**config.mk**
```make
export PLATFORM = sky130hd
export DESIGN_NAME = pe_mq
export DESIGN_NICKNAME = d
export VERILOG_FILES = /design/src/rtl/pe_mq.sv
export SDC_FILE = /design/constraint.sdc
export NUM_CORES = 1
export LEC_CHECK = 0
export ABC_AREA = 1
export CAP_MARGIN = 30
export CORE_UTILIZATION = 47
export DETAILED_ROUTE_END_ITERATION = 7
export PLACE_DENSITY = 0.66
export SLEW_MARGIN = 20
export SYNTH_ARGS = -nofsm -noshare
export SYNTH_HDL_FRONTEND = slang
export SYNTH_SLANG_ARGS = --single-unit
```
**constraint.sdc**
```tcl
create_clock -name clk -period 26.7 [get_ports clk]
set_input_delay 6.675 -clock clk [delete_from_list [all_inputs] [get_ports clk]]
set_output_delay 6.675 -clock clk [all_outputs]
set_load 0.01 [all_outputs]
```
**src/rtl/pe_mq.sv**
```systemverilog
// Systolic-array PE with a WQ_DEPTH-deep weight queue and weight- or output-stationary dataflow.
// Build option: define PE_ROUND_EN for round-half-up scaling (default truncates toward -inf).
module pe_mq #(
  parameter int unsigned DATA_W   = 16,
  parameter int unsigned FRAC_W   = 8,
  parameter int unsigned WQ_DEPTH = 2
) (
  input  logic                            clk,
  input  logic                            rst,
  input  logic                            pe_enabled,
  input  logic                            pe_mode_in,
  input  logic                            pe_valid_in,
  input  logic [DATA_W-1:0]               pe_input_in,
  input  logic [DATA_W-1:0]               pe_psum_in,
  input  logic                            pe_accept_w_in,
  input  logic [DATA_W-1:0]               pe_weight_in,
  input  logic                            pe_switch_in,
  input  logic                            pe_drain_in,
  output logic                            pe_valid_out,
  output logic [DATA_W-1:0]               pe_input_out,
  output logic [DATA_W-1:0]               pe_psum_out,
  output logic                            pe_accept_w_out,
  output logic [DATA_W-1:0]               pe_weight_out,
  output logic                            pe_switch_out,
  output logic                            pe_drain_out,
  output logic [$clog2(WQ_DEPTH+1)-1:0]   pe_wq_count_out,
  output logic                            pe_wq_full_out,
  output logic                            pe_switch_err_out
);

  localparam int unsigned CNT_W  = $clog2(WQ_DEPTH + 1);
  localparam int unsigned PROD_W = 2 * DATA_W;
  localparam int unsigned SUM_W  = DATA_W + 2;

  localparam logic signed [PROD_W-1:0] WIDE_MAX = (PROD_W'(1) << DATA_W) - PROD_W'(1);
  localparam logic signed [PROD_W-1:0] WIDE_MIN = -(PROD_W'(1) << DATA_W);
  localparam logic signed [SUM_W-1:0]  SUM_MAX  = (SUM_W'(1) << (DATA_W - 1)) - SUM_W'(1);
  localparam logic signed [SUM_W-1:0]  SUM_MIN  = -(SUM_W'(1) << (DATA_W - 1));
`ifdef PE_ROUND_EN
  localparam logic signed [PROD_W-1:0] RND_HALF = PROD_W'(1) << (FRAC_W - 1);
`endif

  logic [DATA_W-1:0] wq [WQ_DEPTH];
  logic [DATA_W-1:0] wq_nxt [WQ_DEPTH];
  logic [CNT_W-1:0]  count_nxt;
  logic [DATA_W-1:0] active;
  logic [DATA_W-1:0] acc;

  logic                     full_c;
  logic                     pop_c;
  logic                     push_c;
  logic signed [PROD_W-1:0] prod_c;
  logic signed [PROD_W-1:0] scaled_c;
  logic signed [DATA_W:0]   scaled_clip_c;
  logic [DATA_W-1:0]        mac_ws_c;
  logic [DATA_W-1:0]        mac_acc_c;
  logic [DATA_W-1:0]        mac_zero_c;

  // Saturating add; b is pre-clipped to DATA_W+1 bits so the sum fits DATA_W+2 bits exactly.
  function automatic logic [DATA_W-1:0] sat_add(input logic [DATA_W-1:0] a,
                                               input logic signed [DATA_W:0] b);
    logic signed [SUM_W-1:0] s;
    s = SUM_W'($signed(a)) + SUM_W'(b);
    if (s > SUM_MAX)      return {1'b0, {(DATA_W-1){1'b1}}};
    else if (s < SUM_MIN) return {1'b1, {(DATA_W-1){1'b0}}};
    else                  return s[DATA_W-1:0];
  endfunction

  // Product scaling; clipping to DATA_W+1 bits cannot change the saturated result.
  always_comb begin
    prod_c = PROD_W'($signed(pe_input_in)) * PROD_W'($signed(active));
`ifdef PE_ROUND_EN
    scaled_c = (prod_c + RND_HALF) >>> FRAC_W;
`else
    scaled_c = prod_c >>> FRAC_W;
`endif
    if (scaled_c > WIDE_MAX)      scaled_clip_c = {1'b0, {DATA_W{1'b1}}};
    else if (scaled_c < WIDE_MIN) scaled_clip_c = {1'b1, {DATA_W{1'b0}}};
    else                          scaled_clip_c = scaled_c[DATA_W:0];
    mac_ws_c   = sat_add(pe_psum_in, scaled_clip_c);
    mac_acc_c  = sat_add(acc, scaled_clip_c);
    mac_zero_c = sat_add(DATA_W'(0), scaled_clip_c);
  end

  // Weight queue: head at index 0; pop shifts first so a same-cycle push lands behind survivors.
  always_comb begin
    full_c    = (pe_wq_count_out == CNT_W'(WQ_DEPTH));
    pop_c     = pe_switch_in && (pe_wq_count_out != '0);
    push_c    = pe_accept_w_in && !full_c;
    wq_nxt    = wq;
    count_nxt = pe_wq_count_out;
    if (pop_c) begin
      for (int i = 0; i < int'(WQ_DEPTH) - 1; i++) wq_nxt[i] = wq[i+1];
      count_nxt = count_nxt - CNT_W'(1);
    end
    if (push_c) begin
      for (int i = 0; i < int'(WQ_DEPTH); i++)
        if (CNT_W'(i) == count_nxt) wq_nxt[i] = pe_weight_in;
      count_nxt = count_nxt + CNT_W'(1);
    end
  end

  always_ff @(posedge clk) begin
    if (!rst) begin
      wq                <= '{default: '0};
      active            <= '0;
      acc               <= '0;
      pe_wq_count_out   <= '0;
      pe_wq_full_out    <= 1'b0;
      pe_valid_out      <= 1'b0;
      pe_input_out      <= '0;
      pe_psum_out       <= '0;
      pe_accept_w_out   <= 1'b0;
      pe_weight_out     <= '0;
      pe_switch_out     <= 1'b0;
      pe_drain_out      <= 1'b0;
      pe_switch_err_out <= 1'b0;
    end else if (pe_enabled) begin
      wq                <= wq_nxt;
      pe_wq_count_out   <= count_nxt;
      pe_wq_full_out    <= (count_nxt == CNT_W'(WQ_DEPTH));
      if (pop_c) active <= wq[0];
      pe_accept_w_out   <= pe_accept_w_in && full_c;
      if (pe_accept_w_in && full_c) pe_weight_out <= pe_weight_in;
      pe_switch_out     <= pe_switch_in;
      pe_drain_out      <= pe_drain_in;
      pe_switch_err_out <= pe_switch_in && !pop_c;
      if (!pe_mode_in) begin
        if (pe_valid_in) begin
          pe_psum_out  <= mac_ws_c;
          pe_input_out <= pe_input_in;
          pe_valid_out <= 1'b1;
        end else begin
          pe_psum_out  <= '0;
          pe_valid_out <= 1'b0;
        end
      end else begin
        if (pe_valid_in) pe_input_out <= pe_input_in;
        if (pe_drain_in) begin
          pe_psum_out  <= acc;
          pe_valid_out <= 1'b1;
          acc          <= pe_valid_in ? mac_zero_c : '0;
        end else begin
          pe_psum_out  <= pe_psum_in;
          pe_valid_out <= 1'b0;
          if (pe_valid_in) acc <= mac_acc_c;
        end
      end
    end else begin
      pe_switch_err_out <= 1'b0;
    end
  end

endmodule

```
==> flow_metrics.env, run 1 <==
export IMPL_status="completed"
export IMPL_p_per_area_nw_per_um2=81.9
export IMPL_syn_cell_area_um2=17900
export IMPL_die_h_um=197
export IMPL_fin_skew_ns=0.0146
export IMPL_drt_wl_total_um=50500
export IMPL_min_period_ns=16.33
export IMPL_antenna_left=0
export IMPL_regToRegStartpoint="active[5]"
export IMPL_ys_ff_latch=120
export IMPL_die_width_um=197
export IMPL_crit_buf_inv=10
export IMPL_cts_sinks=120
export IMPL_avgSynthCellArea_um2=7.01
export IMPL_crit_required_ns=27.08
export IMPL_synth_compound_area_share_pct=9.92
export IMPL_cts_setup_buffers=0
export IMPL_netlist_instances=2548
export IMPL_design_area_um2=19900
export IMPL_synth_top_area_share_pct=29.5
export IMPL_finalPower_w=0.00163
export IMPL_holdBufCountCts=0
export IMPL_antenna_found_initial=1
export IMPL_path_common_cell="nand2_1"
export IMPL_yosysUniqueCellTypes=44
export IMPL_drt_first_pass_iters=5
export IMPL_boundaryPins=112
export IMPL_rsz0062_at_grt="no"
export IMPL_critPathKind="input pin to flip-flop"
export IMPL_cts_resized=0
export IMPL_post_route_util_pct=53.1
export IMPL_synthAdderAreaFrac_pct=37.7
export IMPL_cts_max_level=4
export IMPL_drv_slew=0
export IMPL_leakage_nw=10.9
export IMPL_min_period_over_period_pct=61.2
export IMPL_multiInputGateArea_um2=12600
export IMPL_yosysTopAreaCell="fa_1"
export IMPL_seqCellArea_um2=2400
export IMPL_dr_first_iter_drc_count=1027
export IMPL_drcViolationCount=0
export IMPL_num_fill_cells=3760
export IMPL_yosys_warnings=0
export IMPL_cp_top_family="adder cells"
export IMPL_cts_buffer_depth=2
export IMPL_setup_ws_ns=10.37
export IMPL_num_rows=71
export IMPL_clk_pin_slew_worst_paths_ns=0.07
export IMPL_crit_slowest_cell="clkdlybuf4s50_1"
export IMPL_slew_headroom_pct=34.1
export IMPL_detailed_place_hpwl_um=40000
export IMPL_setup_violations=0
export IMPL_root_buffer="clkbuf_16"
export IMPL_worst_setup_path_start_kind="input pin"
export IMPL_via_per_inst=5.09
export IMPL_synth_simple_area_share_pct=21.2
export IMPL_pre_cts_slack_ns=10.03
export IMPL_tightestPinTransition_ns=0.988
export IMPL_wl_per_cell_um=16.3
export IMPL_antenna_cells=0
export IMPL_synth_xor_area_share_pct=2.01
export IMPL_syn2layout_area_growth_pct=11.4
export IMPL_crit_start="pe_input_in[15]"
export IMPL_crit_path_end_kind="flip-flop"
export IMPL_die_area_um2=38800
export IMPL_hold_viol=0
export IMPL_io_buffers=111
export IMPL_grt_pass1_vias=16600
export IMPL_setup_tns_ns=0
export IMPL_synth_edff_count=0
export IMPL_insertion_delay_ns=0.44
export IMPL_synth_mux_area_share_pct=0
export IMPL_placed_cell_area_um2=19200
export IMPL_ys_async_sr_fraction_pct=0
export IMPL_grt_pass1_wl_um=84300
export IMPL_synth_area_leaders="fa_1 (29%), dfxtp_1 (13%), nand2_1 (13%), inv_1 (13%), ha_1 (8.2%)"
export IMPL_core_um2=37500
export IMPL_crit_arrival_ns=16.71
export IMPL_synth_net_count=2984
export IMPL_cts_tree="done"
export IMPL_gp_congestion=0.914
export IMPL_synth_top_family_by_area="adder cells"
export IMPL_overflow=0
export IMPL_numCtsBuffers=17
export IMPL_drive_above_1_share_pct=3.31
export IMPL_crit_fanout=17
export IMPL_track_usage_pct=27.6
export IMPL_vias=15800
export IMPL_grt_start_max_net_pins=107
export IMPL_finalNetCount=3020
export IMPL_hold_path_startpoint="wq[14]"
export IMPL_ys_seq_area_share_pct=13.5
export IMPL_fmax_mhz=61.2
export IMPL_ir_drop_v=0.0000540
export IMPL_timing_max_cap_violations=0
export IMPL_dominantRegCellSynth="dfxtp_1"
export IMPL_max_stage_delay_ns=1.00
export IMPL_hold_path_class="flip-flop to flip-flop"
export IMPL_start_util_pct=47.6
==> sequential cells by signal, indices dropped and copies added, names as in the netlist <==
signal             count
pe_psum_out           16
acc                   16
wq                    32
active                16
pe_wq_count_out        2
pe_switch_out          1
pe_wq_full_out         1
pe_switch_err_out      1
pe_input_out          16
pe_weight_out         16
pe_accept_w_out        1
pe_valid_out           1
pe_drain_out           1
==> report_power, final <==
part           internal (W)  switching, W  total [W]
clock              0.000134      0.000116   0.000250
combinational      0.000408      0.000749    0.00116
sequential         0.000198     0.0000245   0.000223
==> layout by cell type (no fill, tap or decap), types with 4 or more instances in the layout <==
| master | count |
|---|---|
| ha_1 | 117 |
| nand2_2 | 15 |
| nand4_1 | 8 |
| o21ai_1 | 4 |
| o211ai_1 | 6 |
| xor2_1 | 27 |
| nor3_1 | 9 |
| nand2_1 | 628 |
| a21o_1 | 5 |
| clkbuf_16 | 17 |
| inv_8 | 5 |
| buf_4 | 10 |
| inv_1 | 625 |
| dfxtp_1 | 120 |
| o31ai_1 | 8 |
| xnor2_1 | 14 |
| nand3_1 | 71 |
| or2_2 | 10 |
| o21ai_0 | 159 |
| clkdlybuf4s50_1 | 110 |
| o21bai_1 | 5 |
| fa_1 | 263 |
| a21oi_1 | 111 |
| nor2_1 | 186 |
| a31oi_1 | 20 |
==> through the flow <==
stage | std cells | hold WS [ns]
floorplan | 2548 | 0.425
global placement | 3071 | 0.433
detailed placement | 3072 | 0.439
CTS | 3104 | 0.451
global route | 3108 | 0.470
finish | 3108 | 0.453
==> cell type report <==
cell class / count / area share (%)
flip-flops and latches: 120 / 12.1
multi-input cells: 1691 / 63.6
inverters: 629 / 11.9
repair buffers: 125 / 6.22
clock inverters: 15 / 0.900
well taps: 511 / 3.21
clock buffers: 17 / 2.14
==> path summary, 6_finish.rpt <==
kind / depth (start not counted) / slack, ns / endpoint
min: 2 / 0.45 / wq[14]
min reg2reg: 2 / 0.45 / wq[14]
max reg2reg: 44 / 16.73 / acc[5]
max: 45 / 10.37 / acc[5]
==> synthesized netlist by cell type, types with 2 or more instances <==
master,count
a21o_1,5
a21oi_1,111
a21oi_2,3
a31oi_1,20
buf_2,5
buf_4,3
buf_6,3
clkbuf_1,96
clkinv_1,2
dfxtp_1,120
fa_1,263
ha_1,117
inv_1,625
inv_2,2
nand2_1,628
nand2_2,15
nand2_4,2
nand3_1,71
nand3b_1,3
nand4_1,8
nor2_1,186
nor2_2,2
nor3_1,9
nor4_1,3
o211ai_1,6
o21a_1,2
o21ai_0,159
o21ai_1,4
o21bai_1,5
o31ai_1,8
or2_2,10
xnor2_1,14
xor2_1,27
==> worst register-to-register path, delay by kind of cell (launching register included) <==
| family | cells | cell delay, ns |
|---|---|---|
| adders and majority gates | 8 | 4.10 |
| and+or+nand+nor | 25 | 3.48 |
| buffers and inverters | 9 | 1.08 |
| DFF | 1 | 0.97 |
| AOI/OAI and AO/OA | 2 | 0.33 |
==> cells by family after synthesis <==
group                    Yosys count
adder cells (fa/ha/maj)          380
AND/OR/NAND/NOR                  942
flip-flops                       120
XOR/XNOR                          41
buffers and inverters            737
AO/OA/AOI/OAI                    328
==> layer usage <==
metal	global-route usage, %	routed length (um)
met2	45.5	23500
met5	0	0
met4	8.90	1270
met3	4.41	3010
met1	37.1	22700
No activity file was read; power rests on OpenSTA's default activity.
==> run 2: changes to the inputs <==
--- a/config.mk
+++ b/config.mk
@@ -9,7 +9,7 @@
 export CAP_MARGIN = 30
 export CORE_UTILIZATION = 47
 export DETAILED_ROUTE_END_ITERATION = 7
-export PLACE_DENSITY = 0.66
+export PLACE_DENSITY = 0.68
 export SLEW_MARGIN = 20
 export SYNTH_ARGS = -nofsm -noshare
 export SYNTH_HDL_FRONTEND = slang
==> constraint.sdc (replaced) <==
create_clock -name clk -period 14.2 [get_ports clk]
set_input_delay 3.55 -clock clk [delete_from_list [all_inputs] [get_ports clk]]
set_output_delay 3.55 -clock clk [all_outputs]
set_load 0.01 [all_outputs]
==> run 2 against run 1 <==
Combinational power grew 88%. Clock power is 92% higher. Core utilization increased by 0.060 points. Sequential share of layout area about the same. Total power grew 89%. Hold slack worse by 0.0045 ns. Sequential cell count unchanged. Highest routed layer is now met5.
==> flow_metrics.env, run 2 (synthesis gave the netlist of run 1 again) <==
export IMPL_numCtsBuffers=17
export IMPL_pre_cts_slack_ns=1.16
export IMPL_syn2layout_area_growth_pct=11.5
export IMPL_hold_path_class="flip-flop to flip-flop"
export IMPL_crit_fanout=31
export IMPL_top_register="wq"
export IMPL_detailed_place_hpwl_um=40000
export IMPL_drive_above_1_share_pct=3.39
export IMPL_die_h_um=197
export IMPL_start_util_pct=47.6
export IMPL_drt_first_pass_iters=5
export IMPL_hold_path_startpoint="pe_weight_out[7]"
export IMPL_grt_pass1_vias=16100
export IMPL_hold_depth=2
export IMPL_hold_viol=0
export IMPL_dp_cells=3076
export IMPL_layout_commonest_cell="nand2_1"
export IMPL_die_area_um2=38800
export IMPL_critPathKind="input pin to flip-flop"
export IMPL_timing_max_cap_violations=0
export IMPL_min_period_ns=12.80
export IMPL_fmax_mhz=78.1
export IMPL_wl_met2_um=23300
export IMPL_antenna_found_initial=4
export IMPL_r2r_worst_path_cells=40
export IMPL_num_fill_cells=3728
export IMPL_post_route_util_pct=53.1
export IMPL_gp_congestion=0.933
export IMPL_regToRegStartpoint="active[2]"
export IMPL_rsz0062_at_grt="no"
export IMPL_ff2ff_setup_slack_ns=4.32
export IMPL_crit_slowest_cell="clkdlybuf4s50_1"
export IMPL_setup_ws_ns=1.40
export IMPL_holdBufCountCts=0
export IMPL_vias=15800
export IMPL_leakage_nw=10.9
export IMPL_cts_buffer_depth=2
export IMPL_tightestPinTransition_ns=1.02
export IMPL_path_common_cell="nand2_1"
export IMPL_hold_end="pe_weight_out[7]"
export IMPL_drv_slew=0
export IMPL_boundaryPins=112
export IMPL_cts_sinks=120
export IMPL_fin_skew_ns=0.0218
export IMPL_overflow=0
export IMPL_min_period_over_period_pct=90.1
export IMPL_worst_setup_path_start_kind="input pin"
export IMPL_drcViolationCount=0
export IMPL_design_area_um2=19900
export IMPL_crit_arrival_ns=13.16
export IMPL_setup_tns_ns=0
export IMPL_p_per_area_nw_per_um2=155
export IMPL_slew_headroom_pct=32.0
export IMPL_cts_max_level=4
export IMPL_die_width_um=197
export IMPL_clk_pin_slew_worst_paths_ns=0.07
export IMPL_wl_met1_um=22400
export IMPL_placed_cell_area_um2=19300
export IMPL_setup_violations=0
export IMPL_grt_pass1_wl_um=83600
export IMPL_crit_required_ns=14.57
export IMPL_antenna_left=0
export IMPL_drt_wl_total_um=50000
export IMPL_dr_first_iter_drc_count=1037
export IMPL_track_usage_pct=27.4
export IMPL_most_common_layout_cells="nand2_1 (628), inv_1 (625), fa_1 (263)"
export IMPL_insertion_delay_ns=0.43
export IMPL_cts_tree="done"
export IMPL_max_stage_delay_ns=0.85
export IMPL_ir_drop_v=0.000116
export IMPL_post_layout_nonfiller_instances=3111
export IMPL_io_buffers=111
export IMPL_grt_start_max_net_pins=107
export IMPL_largest_reg_flops=32
export IMPL_via_per_inst=5.07
export IMPL_topRoutingLayerUsed="met5"
export IMPL_finalNetCount=3022
export IMPL_cts_setup_buffers=0
export IMPL_cts_resized=0
export IMPL_status="completed"
export IMPL_num_rows=71
export IMPL_r2r_end="acc[8]"
export IMPL_seqCellArea_um2=2400
export IMPL_core_um2=37500
export IMPL_wl_met3_um=3410
export IMPL_multiInputGateArea_um2=12600
export IMPL_crit_path_end_kind="flip-flop"
export IMPL_wl_per_cell_um=16.1
export IMPL_root_buffer="clkbuf_16"
-- run 2: cell types whose count changed in the layout (fill, tap and decap cells not counted) --
cell and change:
buf_4 +5, clkinv_4 -3, inv_6 +3, buf_8 -2, inv_8 -2, buf_6 -1, bufinv_16 +1, clkinv_8 +1
diode_2 +1
-- run 2: power breakdown --
part	leakage (nW)	internal (W)	switching (W)
sequential	0.983	0.000373	0.0000436
combinational	9.65	0.000764	0.00142
clock	0.304	0.000270	0.000209
-- run 2: worst max-delay path, delay by kind of cell --
kind	cells	cell delay [ns]
adders and majority gates	8	3.87
and+or+nand+nor	25	3.07
AOI/OAI and AO/OA	2	0.35
buffers and inverters	11	2.32
-- run 2: layout make-up --
class | instances | area share [%]
antenna | 1 | 0.0126
clock buffer | 17 | 2.14
clock inverter | 15 | 1.02
multi-input combinational | 1691 | 63.5
inverter | 629 | 11.9
timing repair buffer | 127 | 6.20
tap | 511 | 3.21
sequential | 120 | 12.1
-- run 2: per-layer routing --
layer / vias to the layer above / GRT usage (%)
met5: - / 0
met3: 58 / 4.33
met2: 545 / 45.5
met1: 7542 / 37.4
met4: 2 / 6.46
li1: 7627 / -
-- run 2: how the worst max path moves through the flow --
stage | startpoint | to | cells past startpoint
after CTS | pe_input_in[15] | acc[8] | 41
after global routing | pe_input_in[15] | acc[4] | 43
final | pe_input_in[4] | acc[8] | 46
after detailed placement | pe_input_in[15] | acc[8] | 41
after global placement | pe_input_in[15] | acc[1] | 42
after floorplan | pe_input_in[15] | pe_psum_out[14] | 41
-- run 2: per-stage QoR --
| stage | hold slack [ns] | total power (W) |
|---|---|---|
| 6_report | 0.448 | 0.00308 |
| 5_1_grt | 0.475 | 0.00339 |
| 4_1_cts | 0.449 | 0.00307 |
| 3_5_place_dp | 0.437 | 0.00257 |
| 3_3_place_gp | 0.433 | 0.00258 |
| 2_1_floorplan | 0.425 | 0.00201 |
==> run 3: changes to the inputs <==
--- a/config.mk
+++ b/config.mk
@@ -10,6 +10,7 @@
 export CORE_UTILIZATION = 47
 export DETAILED_ROUTE_END_ITERATION = 7
 export PLACE_DENSITY = 0.68
+export RECOVER_POWER = 25
 export SLEW_MARGIN = 20
 export SYNTH_ARGS = -nofsm -noshare
 export SYNTH_HDL_FRONTEND = slang
==> run 3 against run 2 <==
The run now ends with max-capacitance violations, max-slew violations left. Critical endpoint unchanged. Global-route usage stayed put. Largest power group unchanged. Non-clock buffer count stayed put. Clock power hardly changed.
==> flow_metrics.env, run 3 (synthesis gave the netlist of run 1 again) <==
export IMPL_status="complete, but fails checks"
export IMPL_violations="max-capacitance violations, max-slew violations"
export IMPL_tightestPinTransition_ns=1.58
export IMPL_crit_fanout=31
export IMPL_grt_pass1_vias=16100
export IMPL_io_buffers=111
export IMPL_leakage_nw=11.0
export IMPL_insertion_delay_ns=0.43
export IMPL_antenna_left=0
export IMPL_start_util_pct=47.6
export IMPL_hold_ws_ns=0.445
export IMPL_dr_first_iter_drc_count=1029
export IMPL_core_um2=37500
export IMPL_wl_per_cell_um=16.1
export IMPL_grt_start_max_net_pins=107
export IMPL_drt_wl_total_um=50000
export IMPL_multiInputGateArea_um2=12600
export IMPL_drive_above_1_share_pct=3.31
export IMPL_seqCellArea_um2=2400
export IMPL_placed_cell_area_um2=19300
export IMPL_finalNetCount=3022
export IMPL_cp_top_family="adder cells"
export IMPL_largest_reg_flops=32
export IMPL_root_buffer="clkbuf_16"
export IMPL_critPathKind="input pin to flip-flop"
export IMPL_gp_congestion=0.933
export IMPL_drt_first_pass_iters=7
export IMPL_crit_required_ns=14.57
export IMPL_via_per_inst=5.07
export IMPL_num_rows=71
export IMPL_post_layout_nonfiller_instances=3111
export IMPL_holdBufCountCts=0
export IMPL_cts_setup_buffers=0
export IMPL_die_area_um2=38800
export IMPL_drcViolationCount=0
export IMPL_cts_resized=0
export IMPL_p_per_area_nw_per_um2=155
export IMPL_timing_max_cap_violations=1
export IMPL_setup_ws_ns=1.40
export IMPL_overflow=0
export IMPL_drv_slew=38
export IMPL_grt_pass1_wl_um=83600
export IMPL_die_width_um=197
export IMPL_hold_path_class="flip-flop to flip-flop"
export IMPL_numCtsBuffers=17
export IMPL_detailed_place_hpwl_um=40000
export IMPL_syn2layout_area_growth_pct=11.4
export IMPL_antenna_found_initial=4
export IMPL_rsz0062_at_grt="no"
export IMPL_dp_cells=3076
export IMPL_cts_tree="done"
export IMPL_cts_max_level=4
export IMPL_worst_setup_path_start_kind="input pin"
export IMPL_most_common_layout_cells="nand2_1 (628), inv_1 (625), fa_1 (263)"
export IMPL_design_area_um2=19900
export IMPL_layout_commonest_cell="nand2_1"
export IMPL_crit_buf_inv=11
export IMPL_die_h_um=197
export IMPL_min_period_over_period_pct=90.2
export IMPL_pre_cts_slack_ns=1.16
export IMPL_path_common_cell="nand2_1"
export IMPL_slew_headroom_pct=-5.37
export IMPL_cts_sinks=120
export IMPL_crit_path_end_kind="flip-flop"
export IMPL_crit_arrival_ns=13.17
export IMPL_crit_slowest_cell="clkdlybuf4s50_1"
export IMPL_max_stage_delay_ns=0.86
export IMPL_fmax_mhz=78.1
export IMPL_top_register="wq"
export IMPL_ir_drop_v=0.000116
export IMPL_vias=15800
export IMPL_setup_tns_ns=0
export IMPL_track_usage_pct=27.4
export IMPL_fin_skew_ns=0.0218
export IMPL_clk_pin_slew_worst_paths_ns=0.07
export IMPL_cts_buffer_depth=2
export IMPL_hold_viol=0
export IMPL_boundaryPins=112
export IMPL_num_fill_cells=3730
export IMPL_min_period_ns=12.80
export IMPL_setup_violations=0
run 3: cell types whose count changed in the layout (fill, tap and decap cells not counted):
cell,previous run,this run
clkdlybuf4s50_1,110,79
buf_8,1,0
clkbuf_1,0,2
dlygate4sd3_1,0,31
buf_4,15,14
run 3: power by group:
group	switching, W	internal [W]	total [W]
Clock	0.000209	0.000270	0.000479
Sequential	0.0000438	0.000373	0.000417
Combinational	0.00142	0.000761	0.00218
Total	0.00167	0.00140	0.00308
run 3: per-stage QoR:
| step | power, W | utilization, % |
|---|---|---|
| 3_3_place_gp | 0.00258 | 51.4 |
| 6_report | 0.00308 | 53.1 |
| 2_1_floorplan | 0.00201 | - |
| 4_1_cts | 0.00307 | 53.0 |
| 5_1_grt | 0.00338 | 53.1 |
| 3_5_place_dp | 0.00257 | 51.4 |
run 3: final cells by class:
| cell class | instances | area share [%] |
|---|---|---|
| Clock buffer | 17 | 2.14 |
| Sequential cell | 120 | 12.1 |
| Timing Repair Buffer | 127 | 6.13 |
| Clock inverter | 15 | 1.02 |
| Antenna cell | 1 | 0.0126 |
| Tap cell | 511 | 3.21 |
| Multi-Input combinational cell | 1691 | 63.5 |
| Inverter | 629 | 11.9 |
run 3: path summary, 6_finish.rpt:
path | to | cells past startpoint | slack [ns] | startpoint
worst min-delay path | pe_weight_out[7] | 2 | 0.45 | pe_weight_out[7]
worst min register to register | pe_weight_out[7] | 2 | 0.45 | pe_weight_out[7]
worst max-delay path | acc[8] | 46 | 1.40 | pe_input_in[4]
worst max register to register | acc[8] | 40 | 4.32 | active[2]
run 3: per-layer routing:
layer	vias to the layer above	wire length (um)	GRT usage, %	share of wire, %
li1	7631	-	-	-
met1	7568	22500	37.4	45
met2	518	23300	45.5	47
met3	60	3190	4.33	6.4
met4	2	918	6.46	1.8
met5	-	11	0	0.022
run 3: worst register-to-register path, delay by kind of cell (launching register included):
| family | cells | cell delay (ns) |
|---|---|---|
| AND/OR/NAND/NOR | 23 | 3.03 |
| adder cells (fa/ha/maj) | 8 | 4.27 |
| buffers and inverters | 6 | 0.98 |
| AO/OA/AOI/OAI | 3 | 0.63 |
| flip-flops | 1 | 0.93 |
